===== src/rtl/pianista_pkg.sv =====
// Shared constants for the piano buzzer: note frequencies, octave codes, FSM states
// and the half-period lookup that turns a decoded note/octave into a clock count.
package pianista_pkg;

  localparam int F_DO  = 262;
  localparam int F_RE  = 294;
  localparam int F_MI  = 330;
  localparam int F_FA  = 349;
  localparam int F_SOL = 392;
  localparam int F_LA  = 440;
  localparam int F_SI  = 494;

  localparam logic [1:0] OCT_LOW  = 2'd0;
  localparam logic [1:0] OCT_MID  = 2'd1;
  localparam logic [1:0] OCT_HIGH = 2'd2;

  typedef enum logic {
    ST_IDLE = 1'b0,
    ST_PLAY = 1'b1
  } state_t;

  // Each branch divides constants only, so with a parameter clk_hz this folds to a small mux.
  function automatic logic [31:0] half_period(input logic [2:0]  note,
                                              input logic [1:0]  oct,
                                              input int unsigned clk_hz);
    logic [31:0] base;
    logic [31:0] half;
    case (note)
      3'd0:    base = clk_hz / (2 * F_DO);
      3'd1:    base = clk_hz / (2 * F_RE);
      3'd2:    base = clk_hz / (2 * F_MI);
      3'd3:    base = clk_hz / (2 * F_FA);
      3'd4:    base = clk_hz / (2 * F_SOL);
      3'd5:    base = clk_hz / (2 * F_LA);
      default: base = clk_hz / (2 * F_SI);
    endcase
    case (oct)
      OCT_LOW:  half = base << 1;
      OCT_HIGH: half = base >> 1;
      default:  half = base;
    endcase
    return half;
  endfunction

endpackage


===== src/rtl/note_decoder.sv =====
// Brings the asynchronous note word into the clock domain (2 flops) and registers a
// priority decode: lowest note bit wins, lowest octave bit wins, no octave bit means mid.
module note_decoder
  import pianista_pkg::*;
(
  input  logic       clk,
  input  logic       rst,
  input  logic [9:0] i_note_word,
  output logic       req_valid,
  output logic [2:0] req_note,
  output logic [1:0] req_oct
);

  logic [9:0] r_sync1;
  logic [9:0] r_sync2;
  logic       r_valid;
  logic [2:0] r_note;
  logic [1:0] r_oct;

  logic       w_valid;
  logic [2:0] w_note;
  logic [1:0] w_oct;

  always_comb begin
    w_valid = |r_sync2[6:0];
    w_note  = 3'd0;
    for (int i = 6; i >= 0; i--) begin
      if (r_sync2[i]) w_note = 3'(i);
    end
    w_oct = OCT_MID;
    if (r_sync2[9]) w_oct = OCT_HIGH;
    if (r_sync2[8]) w_oct = OCT_MID;
    if (r_sync2[7]) w_oct = OCT_LOW;
  end

  always_ff @(posedge clk) begin
    if (rst) begin
      r_sync1 <= '0;
      r_sync2 <= '0;
      r_valid <= 1'b0;
      r_note  <= '0;
      r_oct   <= '0;
    end else begin
      r_sync1 <= i_note_word;
      r_sync2 <= r_sync1;
      r_valid <= w_valid;
      r_note  <= w_note;
      r_oct   <= w_oct;
    end
  end

  assign req_valid = r_valid;
  assign req_note  = r_note;
  assign req_oct   = r_oct;

endmodule


===== src/rtl/buzzer_tone_gen.sv =====
// Square-wave buzzer driver: divides clk to the decoded note's half-period and only
// re-samples the request at half-period boundaries, so pitch changes never glitch.
module buzzer_tone_gen
  import pianista_pkg::*;
#(
  parameter int unsigned CLK_HZ = 100_000_000,
  parameter int          CNT_W  = 20
) (
  input  logic       clk,
  input  logic       rst,
  input  logic [9:0] BuzzerNote,
  output logic       buzzer,
  output logic       playing,
  output logic [2:0] note_idx,
  output logic [1:0] octave
);

  logic             w_req_valid;
  logic [2:0]       w_req_note;
  logic [1:0]       w_req_oct;
  logic [CNT_W-1:0] w_half;
  logic             w_boundary;

  state_t           r_state;
  logic [CNT_W-1:0] r_cnt;
  logic [CNT_W-1:0] r_half;
  logic             r_buzzer;
  logic             r_playing;
  logic [2:0]       r_note;
  logic [1:0]       r_oct;

  note_decoder u_note_decoder (
    .clk         (clk),
    .rst         (rst),
    .i_note_word (BuzzerNote),
    .req_valid   (w_req_valid),
    .req_note    (w_req_note),
    .req_oct     (w_req_oct)
  );

  assign w_half     = CNT_W'(half_period(w_req_note, w_req_oct, CLK_HZ));
  assign w_boundary = (r_cnt == r_half - CNT_W'(1));

  always_ff @(posedge clk) begin
    if (rst) begin
      r_state   <= ST_IDLE;
      r_cnt     <= '0;
      r_half    <= '0;
      r_buzzer  <= 1'b0;
      r_playing <= 1'b0;
      r_note    <= 3'd0;
      r_oct     <= OCT_MID;
    end else begin
      case (r_state)
        ST_IDLE: begin
          r_cnt    <= '0;
          r_buzzer <= 1'b0;
          if (w_req_valid) begin
            r_state   <= ST_PLAY;
            r_buzzer  <= 1'b1;
            r_playing <= 1'b1;
            r_half    <= w_half;
            r_note    <= w_req_note;
            r_oct     <= w_req_oct;
          end
        end
        ST_PLAY: begin
          if (w_boundary) begin
            r_cnt <= '0;
            if (w_req_valid) begin
              r_buzzer <= ~r_buzzer;
              r_half   <= w_half;
              r_note   <= w_req_note;
              r_oct    <= w_req_oct;
            end else begin
              // Release only at a boundary so the last phase is always full length.
              r_state   <= ST_IDLE;
              r_buzzer  <= 1'b0;
              r_playing <= 1'b0;
              r_note    <= 3'd0;
              r_oct     <= OCT_MID;
            end
          end else begin
            r_cnt <= r_cnt + CNT_W'(1);
          end
        end
      endcase
    end
  end

  assign buzzer   = r_buzzer;
  assign playing  = r_playing;
  assign note_idx = r_note;
  assign octave   = r_oct;

endmodule


===== config.mk =====
export PLATFORM = sky130hd
export DESIGN_NAME = buzzer_tone_gen
export DESIGN_NICKNAME = d
export VERILOG_FILES = /design/src/rtl/pianista_pkg.sv /design/src/rtl/note_decoder.sv /design/src/rtl/buzzer_tone_gen.sv
export SDC_FILE = /design/constraint.sdc
export NUM_CORES = 1
export LEC_CHECK = 0
export CAP_MARGIN = 15
export CORE_UTILIZATION = 44
export DETAILED_ROUTE_END_ITERATION = 8
export PLACE_DENSITY = 0.64
export SLEW_MARGIN = 20
export SYNTH_ARGS = -nofsm -noshare
export SYNTH_HDL_FRONTEND = slang
export SYNTH_SLANG_ARGS = --single-unit

===== constraint.sdc =====
create_clock -name clk -period 7.45 [get_ports clk]
set_input_delay 1.49 -clock clk [delete_from_list [all_inputs] [get_ports clk]]
set_output_delay 1.49 -clock clk [all_outputs]
set_load 0.05 [all_outputs]

==> summary.txt <==
Status
  • Result of the run: finished clean

Cells and area
  • Antenna Cells: 0
  • Net count, final: between 400 and 500
  • Area growth from synthesis to final layout: 9.93%
  • Final standard cell utilization of the core: 0.509
  • Number of inserted filler cells in the final layout: 798
  • Ratio of cells with drive above 1 in the final layout: 0.0701

Detailed routing
  • Total Wirelength: around 8500 um
  • Number of violations reported at the end of detailed-routing iteration 0: about 220
  • Routed len/inst: 14.8 um
  • Number of detailed-route iterations in the first pass: 4
  • Total number of vias: 3274
  • Routed Antenna Nets: 0
  • Via density per instance: 5.68
  • Post-route DRC violation count: 0

Global route
  • Number of global-route vias before repair: around 3.0k
  • Number of antenna violations at the first check in global routing: 0
  • Maximum number of pins on one net before global-route repair: between 40 and 50
  • GR Overflow Total: 0
  • Global-route wire length before repair: approximately 14000 um
  • Total GRT Usage: 0.204

Clocking
  • Resize count post-CTS: 0
  • TritonCTS clock tree: done
  • Post CTS Setup Buffer Count: 0
  • Reg clk slew, reported paths: 100 ps
  • Largest buffer count on any clock path: 2
  • Latest clock arrival within the worst-skew pair: approximately 360 ps
  • H-tree depth: 3
  • Root Driver: clkbuf_8
  • Number of clock buffers inserted by TritonCTS: 9
  • Number of buffers added to fix hold violations after cts: 0
  • Clock Sink Count: 73

Timing
  • Final-report setup violation count: 0
  • Final number of max-transition violations: 0
  • Portion of the clock cycle consumed by the worst path in the final layout: 0.467
  • Fin crit period: 3480 ps
  • Sum of negative setup slack: 0 ps
  • RSZ-0062 raised after global routing: false
  • Worst-margin pin slew: between 900 and 1000 ps
  • Endpoints failing hold: 0
  • Worst slew slack as a fraction of its limit: 0.384
  • Maximum frequency from static timing analysis: 0.287 GHz
  • Skew final: 12.0 ps

Setup path
  • Worst reg2reg endpoint: r_half[15]
  • Internal reg-to-reg setup slack: 3970 ps
  • WP data arrival: 3760 ps
  • Buf+Inv Stages, Crit Path: 2
  • Endpoint type of the worst setup path: register
  • Max incr delay on CP: 620 ps
  • RR Startpoint: r_half[0]
  • Maximum fanout encountered on the critical timing path: 14
  • Required time worst endpoint: 7730 ps
  • Worst-case reg-to-reg path depth: 9
  • Class of the most critical setup path: reg2reg
  • Critical Path Sink: r_half[15]
  • Launching element of the worst setup path: r_half[0]
  • Number of stages on the worst setup path: 9
  • Kind of cell adding the most delay to the critical path: compound AO/OA/AOI/OAI gates
  • Slowest stage cell, crit path: nor3b_1
  • Ordered list of cells on the worst path: inv_1, ha_1, nor3b_1, a31oi_1, o311a_1, o2111a_2, a21oi_2, buf_4, mux2i_1
  • Sort of element at the start of the critical path: register

Synth
  • Proportion of synthesized chip area in sequential cells: 0.376
  • Main flop type after synthesis: dfxtp_1
  • Post-synth top cells: 73 x dfxtp_1, 51 x nor2_1, 47 x nand2_1
  • Mapped cell area: just under 4000 um2
  • Count of flip-flops with a built-in enable after synthesis: 0
  • Number of synthesis warnings: 0
  • Dominant cell by count in the synthesized netlist: dfxtp_1
  • Number of unique standard cell types used by synthesis: 64
  • Gate count of the mapped netlist: 463
  • Mean instance size in the synthesized netlist: 8.39 um2
  • Net count of the mapped netlist: around 480
  • Share of the synthesized area in the top cell type: 0.376
  • Dominant cell type by area after synthesis: dfxtp_1
  • Flip-flop and latch count after synthesis: 73
  • Biggest area contributors in the synthesized netlist: dfxtp_1 38%, xnor2_1 5.2%, nor2_1 4.9%
  • Fraction of registers with async set or reset after synthesis: 0

Place
  • Number of buffer cells added on primary ports: 18
  • Gpl congestion: between 0.8 and 0.9
  • Detail Placement HPWL: 6080 um

Power and ir drop
  • Lkg Pwr: about 1.5 nW
  • Peak VDD IR: 0.000121 V
  • Total power density per cell area: 217 nW/um2

Floorplan
  • Floorplan die height: 95.9 um
  • Die Footprint: 9200 um2
  • Standard-cell row count: 33
  • Initial standard-cell utilization of the core: 0.463
  • Floorplan die width: 95.9 um
  • Floorplan core area: 8380 um2
  • Io pins: 19

Min path
  • Source of the worst hold timing path: u_note_decoder.r_sync2[7]
  • Class of the worst hold path: reg2reg

Job
  • # Max-Cap Violations: 0
==> power by group <==
| part | leakage, nW | switching [W] | internal [W] |
|---|---|---|---|
| combinational | 0.828 | 0.000108 | 0.0000799 |
| clock | 0.0888 | 0.000169 | 0.000127 |
| sequential | 0.598 | 0.0000309 | 0.000410 |
| total | 1.51 | 0.000309 | 0.000617 |
==> state kept, by name (all words and copies together), names as in the netlist <==
| name | count |
|---|---|
| u_note_decoder.req_valid | 1 |
| playing | 1 |
| r_state | 1 |
| u_note_decoder.req_note | 3 |
| r_cnt | 20 |
| u_note_decoder.r_sync2 | 10 |
| u_note_decoder.r_sync1 | 10 |
| u_note_decoder.req_oct | 2 |
| octave | 2 |
| r_half | 19 |
| note_idx | 3 |
| buzzer | 1 |
==> how the worst min path moves through the flow <==
stage,slack [ps],to,cells past startpoint
after detailed placement,420,u_note_decoder.req_oct[1],1
final,410,u_note_decoder.req_oct[0],1
after global placement,400,u_note_decoder.req_oct[1],1
after CTS,420,u_note_decoder.req_oct[0],1
after global routing,450,u_note_decoder.req_oct[0],1
after floorplan,400,u_note_decoder.req_oct[1],1
==> layout by cell type, fill, tap and decap left out, types with 3 or more instances in the layout <==
master,netlist,layout
nor2b_1,22,22
or4_1,3,3
o211ai_1,9,9
mux2i_1,18,18
xnor2_1,23,23
a211oi_1,9,9
inv_6,0,3
a31oi_1,5,5
nor4_1,6,6
dfxtp_1,73,73
nand3_1,10,10
nor2_1,51,51
nand4_1,9,9
nand2_1,47,47
clkbuf_8,0,9
a21oi_1,18,18
or3_1,5,5
clkdlybuf4s50_1,0,18
and2_1,3,3
buf_4,0,3
inv_1,18,18
xor2_1,13,13
o21ai_0,19,19
nor3_1,14,14
and4_1,3,3
==> metrics by stage <==
step | instances | total power (W) | instance area [um2] | hold slack (ps) | setup slack, ps
detailed placement | 560 | 0.000635 | 4080 | 415 | 3900
floorplan | 463 | 0.000593 | 3880 | 399 | 4600
finish | 576 | 0.000925 | 4270 | 414 | 3970
global placement | 560 | 0.000631 | 4080 | 404 | 3920
global route | 576 | 0.000976 | 4270 | 445 | 3760
CTS | 576 | 0.000932 | 4270 | 420 | 4030
==> cell type report <==
| class | instances | area (um2) | area share |
|---|---|---|---|
| tap | 105 | 131 | 0.0308 |
| timing repair buffer | 21 | 203 | 0.0475 |
| sequential | 73 | 1460 | 0.342 |
| inverter | 20 | 75.1 | 0.0176 |
| clock buffer | 9 | 124 | 0.0290 |
| clock inverter | 7 | 61.3 | 0.0144 |
| multi-input combinational | 341 | 2210 | 0.518 |
==> cells by family (layout without fill, tap and decap cells) <==
kind of cell | count (synthesis) | count (layout) | share of synthesized area
AOI/OAI and AO/OA | 98 | 98 | 0.191
xor gates and xnor gates | 36 | 36 | 0.0812
adders and majority gates | 2 | 2 | 0.00644
buffers and inverters | 49 | 57 | 0.0538
DFF | 73 | 73 | 0.376
muxes | 20 | 20 | 0.0522
and+or+nand+nor | 185 | 185 | 0.238
==> metal layers <==
layer,wire (um),part of all wire,track usage
met1,3990,0.47,0.273
met2,4010,0.47,0.318
met3,366,0.043,0.0474
met4,184,0.022,0.0759
met5,0,0,0
Power figures use the tool's default switching activity.
